===== config.mk =====
export PLATFORM = sky130hd
export DESIGN_NAME = matrix_addr_gen
export DESIGN_NICKNAME = d
export VERILOG_FILES = /design/src/rtl/matrix_addr_gen.sv
export SDC_FILE = /design/constraint.sdc
export NUM_CORES = 1
export LEC_CHECK = 0
export CORE_UTILIZATION = 53
export CTS_BUF_LIST = sky130_fd_sc_hd__clkbuf_8
export DETAILED_ROUTE_END_ITERATION = 7
export PLACE_DENSITY = 0.81
export SLEW_MARGIN = 20
export SYNTH_ARGS = -nofsm -noshare
export SYNTH_HDL_FRONTEND = slang
export SYNTH_SLANG_ARGS = --single-unit
export TNS_END_PERCENT = 20

===== constraint.sdc =====
create_clock -name clk -period 4.3 [get_ports clk]
set_input_delay 1.29 -clock clk [delete_from_list [all_inputs] [get_ports clk]]
set_output_delay 1.29 -clock clk [all_outputs]
set_load 0.02 [all_outputs]

===== src/rtl/matrix_addr_gen.sv =====
// Matrix address generator: walks a ROWS x COLS row-major matrix in one of four
// traversal orders, emitting one registered linear address per enabled cycle.
module matrix_addr_gen #(
    parameter  int ROWS = 3,
    parameter  int COLS = 3,
    localparam int AW   = (ROWS * COLS > 1) ? $clog2(ROWS * COLS) : 1,
    localparam int RW   = (ROWS > 1) ? $clog2(ROWS) : 1,
    localparam int CW   = (COLS > 1) ? $clog2(COLS) : 1
) (
    input  logic          clk,
    input  logic          rst,
    input  logic          start,
    input  logic [1:0]    mode,
    input  logic          loop,
    input  logic          ena,
    output logic [AW-1:0] addr,
    output logic [RW-1:0] row,
    output logic [CW-1:0] col,
    output logic          valid,
    output logic          last,
    output logic          busy,
    output logic          done
);

    typedef enum logic [1:0] {S_IDLE, S_RUN, S_DONE} state_e;
    typedef enum logic [1:0] {M_ROW, M_COL, M_ROW_REV, M_COL_REV} mode_e;

    localparam logic [RW-1:0] RMAX   = RW'(ROWS - 1);
    localparam logic [CW-1:0] CMAX   = CW'(COLS - 1);
    localparam logic [AW-1:0] NCOLS  = AW'(COLS);

    state_e          state_q, state_d;
    mode_e           mode_q,  mode_d;
    logic            loop_q,  loop_d;
    logic [RW-1:0]   row_q,   row_d;
    logic [CW-1:0]   col_q,   col_d;
    logic [AW-1:0]   addr_q,  addr_d;
    logic            last_q,  last_d;
    logic [RW-1:0]   step_row;
    logic [CW-1:0]   step_col;

    function automatic logic is_fwd(input mode_e m);
        return (m == M_ROW) || (m == M_COL);
    endfunction

    // Forward orders end at the bottom-right corner, reverse orders at the origin.
    function automatic logic is_final(input mode_e m, input logic [RW-1:0] r,
                                      input logic [CW-1:0] c);
        if (is_fwd(m))
            return (r == RMAX) && (c == CMAX);
        else
            return (r == '0) && (c == '0);
    endfunction

    always_comb begin
        step_row = row_q;
        step_col = col_q;
        unique case (mode_q)
            M_ROW: begin
                if (col_q == CMAX) begin
                    step_col = '0;
                    step_row = row_q + RW'(1);
                end else begin
                    step_col = col_q + CW'(1);
                end
            end
            M_COL: begin
                if (row_q == RMAX) begin
                    step_row = '0;
                    step_col = col_q + CW'(1);
                end else begin
                    step_row = row_q + RW'(1);
                end
            end
            M_ROW_REV: begin
                if (col_q == '0) begin
                    step_col = CMAX;
                    step_row = row_q - RW'(1);
                end else begin
                    step_col = col_q - CW'(1);
                end
            end
            M_COL_REV: begin
                if (row_q == '0) begin
                    step_row = RMAX;
                    step_col = col_q - CW'(1);
                end else begin
                    step_row = row_q - RW'(1);
                end
            end
            default: ;
        endcase
    end

    always_comb begin
        state_d = state_q;
        mode_d  = mode_q;
        loop_d  = loop_q;
        row_d   = row_q;
        col_d   = col_q;
        last_d  = last_q;
        unique case (state_q)
            S_IDLE: begin
                row_d  = '0;
                col_d  = '0;
                last_d = 1'b0;
                if (start) begin
                    mode_d  = mode_e'(mode);
                    loop_d  = loop;
                    row_d   = is_fwd(mode_e'(mode)) ? '0 : RMAX;
                    col_d   = is_fwd(mode_e'(mode)) ? '0 : CMAX;
                    last_d  = is_final(mode_e'(mode), row_d, col_d);
                    state_d = S_RUN;
                end
            end
            S_RUN: begin
                if (ena) begin
                    if (last_q && !loop_q) begin
                        row_d   = '0;
                        col_d   = '0;
                        last_d  = 1'b0;
                        state_d = S_DONE;
                    end else begin
                        if (last_q) begin
                            row_d = is_fwd(mode_q) ? '0 : RMAX;
                            col_d = is_fwd(mode_q) ? '0 : CMAX;
                        end else begin
                            row_d = step_row;
                            col_d = step_col;
                        end
                        last_d = is_final(mode_q, row_d, col_d);
                    end
                end
            end
            S_DONE: begin
                row_d   = '0;
                col_d   = '0;
                last_d  = 1'b0;
                state_d = S_IDLE;
            end
            default: state_d = S_IDLE;
        endcase
        addr_d = AW'(row_d) * NCOLS + AW'(col_d);
    end

    always_ff @(posedge clk) begin
        if (rst) begin
            state_q <= S_IDLE;
            mode_q  <= M_ROW;
            loop_q  <= 1'b0;
            row_q   <= '0;
            col_q   <= '0;
            addr_q  <= '0;
            last_q  <= 1'b0;
        end else begin
            state_q <= state_d;
            mode_q  <= mode_d;
            loop_q  <= loop_d;
            row_q   <= row_d;
            col_q   <= col_d;
            addr_q  <= addr_d;
            last_q  <= last_d;
        end
    end

    assign addr  = addr_q;
    assign row   = row_q;
    assign col   = col_q;
    assign last  = last_q;
    assign valid = (state_q == S_RUN);
    assign busy  = (state_q == S_RUN);
    assign done  = (state_q == S_DONE);

endmodule

==> metrics.txt <==
result of the run=finished, final reports clean; final estimated routing congestion in global placement=between 0.8 and 0.9; Met2 Routed Length=between 1000 and 1500 µm; setup repair after global routing missed its margin=no; post-synthesis cell type with the largest combined area=dfxtp_1; signal arrival time at the worst endpoint=approximately 3800 ps; Crit. End Element=flip-flop; portion of synthesized cell area occupied by the leading cell type=about 28%; ratio of cells with drive above 1 in the final layout=around 7.8%; TritonCTS clock tree=done; total detailed-routing wirelength=2090 µm; worst vdd rail ir drop=between 0.2 and 0.3 mV; count of TritonRoute iterations in the first routing pass=4; Post-Syn Area=a little over 0.001 mm²; overall routing resource usage=between 20 and 25%; measured slew at the worst slew-check pin=between 600 and 700 ps; largest net degree at the start of global routing=19; number of enable flip-flop cells after synthesis=0; Critical Path Start Type=primary input; power per standard cell area=about 290 mW/mm²; Crit Path Category=primary input to flip-flop; area growth from synthesis to layout=22.8%; post-synthesis average cell area=9.00 µm²; Core Footprint=about 0.0018 mm²; total of cells resized after clock tree synthesis=0; total congestion overflow after global routing=0; number of antenna violations at the first check in global routing=0; worst clock skew=3.13 ps; I/O pin cnt=19; leakage power figure=0.467 nW; first element of the critical path=ena; CTS Hold Bufs=0; Port-buffer cells=18; portion of the clock cycle consumed by the worst path in the final layout=a little over four fifths; Gate Count Post-Synth=approximately 110; Clock Sink Count=14; Data required, critical path=around 4500 ps; latest clock arrival within the worst-skew pair=approximately 240 ps; post-synth cell types=36; clock slew at the register clock pins of the worst setup and hold paths=approximately 50 ps; setup TNS after final layout=0 ps; final standard cell utilization of the core=a little over two thirds; Slew headroom=approximately 59%; final total power=around 0.00036 W; Final Hold Vio Count=0; worst min-delay path class=flip-flop to flip-flop; combined area of the multi-input logic cells=approximately 660 µm²; max-cap violations=0; number of nets with antenna violations after routing=0; routed via count=854; die width=45.8 µm; vias per cell=between 5 and 6; mean routed wirelength per cell=between 10 and 15 µm; number of remaining DRC errors=0; fmax=approximately 0.28 GHz; buffer levels on the longest clock path=2; met3 layer wire length in the routed design=101 µm; prevailing post-synth register cell=dfxtp_1; filler instances=approximately 160; most common library cells after synthesis=14 x dfxtp_1, 12 x ha_1, 11 x nor2_1; global-route wire length before repair=between 3000 and 4000 µm; Seq. cell area=~280 µm²; deepest level of the CTS H-tree=1; Critical R2R Launch=row[0]; Finish-stage setup viols=0; clock tree root driver cell=clkbuf_8; highest signal layer in the routed design=met4; met1 routed wirelength after detailed routing=between 800 and 900 µm; Iter 0 DRT Violations=14; most instantiated library cell after synthesis=dfxtp_1; row cnt=15; final HPWL from detailed placement=roughly 1600 µm; floorplan die area=around 0.0021 mm²; effective utilization at floorplan=57.7%; Die Y=45.8 µm; number of synthesized register bits=14; number of antenna repair diodes=0; cell types with the largest area share after synthesis=dfxtp_1 28%, ha_1 15%, mux2i_1 6.9%; via count of the first global-routing pass=between 700 and 800; Period minus WS final=~3600 ps; number of CTS-inserted buffers=3; final non-filler cell area=0.00125 mm²; hold wc startpoint=loop_q; number of post-CTS setup repair buffers=0; maximum fanout along the worst path=8; number of pins with negative max-slew slack in the final report=0; placed instance area=around 0.0012 mm²; final hold slack=491 ps; warning count from the yosys run=0; fraction of synthesis flops using an asynchronous set or reset pin=0%; Mapped Nets=~130; post-synthesis sequential area ratio=about 28%; number of nets at the end of the flow=between 150 and 200
worst max-delay path: stages:
cell	delay, ps
clkdlybuf4s50_1	500
nand2b_1	190
nor2_1	200
a22oi_1	120
nor2b_1	230
fa_1	460
ha_1	210
inv_1	70
fa_1	410
nor2_1	100
per-stage QoR:
step / std cells / setup slack [ps]
6_report: 154 / 693
3_5_place_dp: 150 / 497
2_1_floorplan: 113 / 920
5_1_grt: 154 / 524
3_3_place_gp: 150 / 569
4_1_cts: 154 / 687
worst paths after layout:
check | endpoint | slack, ps | cells after the start
min reg2reg | state_q[1] | 490 | 1
max reg2reg | addr[2] | 1280 | 11
min | state_q[1] | 490 | 1
max | addr[2] | 690 | 10
flip-flops by register name, indices dropped and copies added (netlist names):
register / flops
addr: 4
col: 2
mode_q: 2
row: 2
state_q: 2
last: 1
loop_q: 1
where the power goes:
group	switching, W	internal [W]	leakage, nW
combinational	0.0000441	0.0000439	0.324
sequential	0.0000112	0.000137	0.114
clock	0.0000412	0.0000808	0.0288
total	0.0000965	0.000262	0.467
routing by layer:
metal  GRT usage (%)  vias to the layer above
met1            31.2                      412
met5               0                        -
li1                -                      420
met2            36.6                       20
met4            8.24                        0
met3            2.38                        2
layout by cell type, fill, tap and decap left out, types with 2 or more instances in the layout:
master / n
o21ai_0: 3
nand4b_1: 2
inv_1: 8
nand2b_1: 4
dfxtp_1: 14
mux2i_1: 7
nand2_1: 2
nor2b_1: 10
and2_1: 2
fa_1: 2
clkdlybuf4s50_1: 18
a22oi_1: 4
xnor2_1: 2
nor3_1: 2
clkbuf_8: 4
a211oi_1: 2
ha_1: 12
a31oi_1: 4
a21oi_1: 2
nor2_1: 11
final cells by class:
class	count	area share, %
Clock buffer	4	4.41
Inverter	8	2.40
Multi-Input combinational cell	84	53.2
Sequential cell	14	22.4
Tap cell	25	2.51
Timing Repair Buffer	19	15.0
kinds of logic (layout without fill, tap and decap cells):
kind of cell / count (synthesis) / after routing / share of synthesized area [%]
AO/OA/AOI/OAI: 20 / 20 / 13.7
XOR/XNOR: 2 / 2 / 1.72
adder cells (fa/ha/maj): 14 / 14 / 18.7
buffers and inverters: 15 / 31 / 7.13
flip-flops: 14 / 14 / 27.6
multiplexers: 8 / 8 / 8.36
AND/OR/NAND/NOR: 40 / 40 / 22.9
No activity file was read; power rests on OpenSTA's default activity.
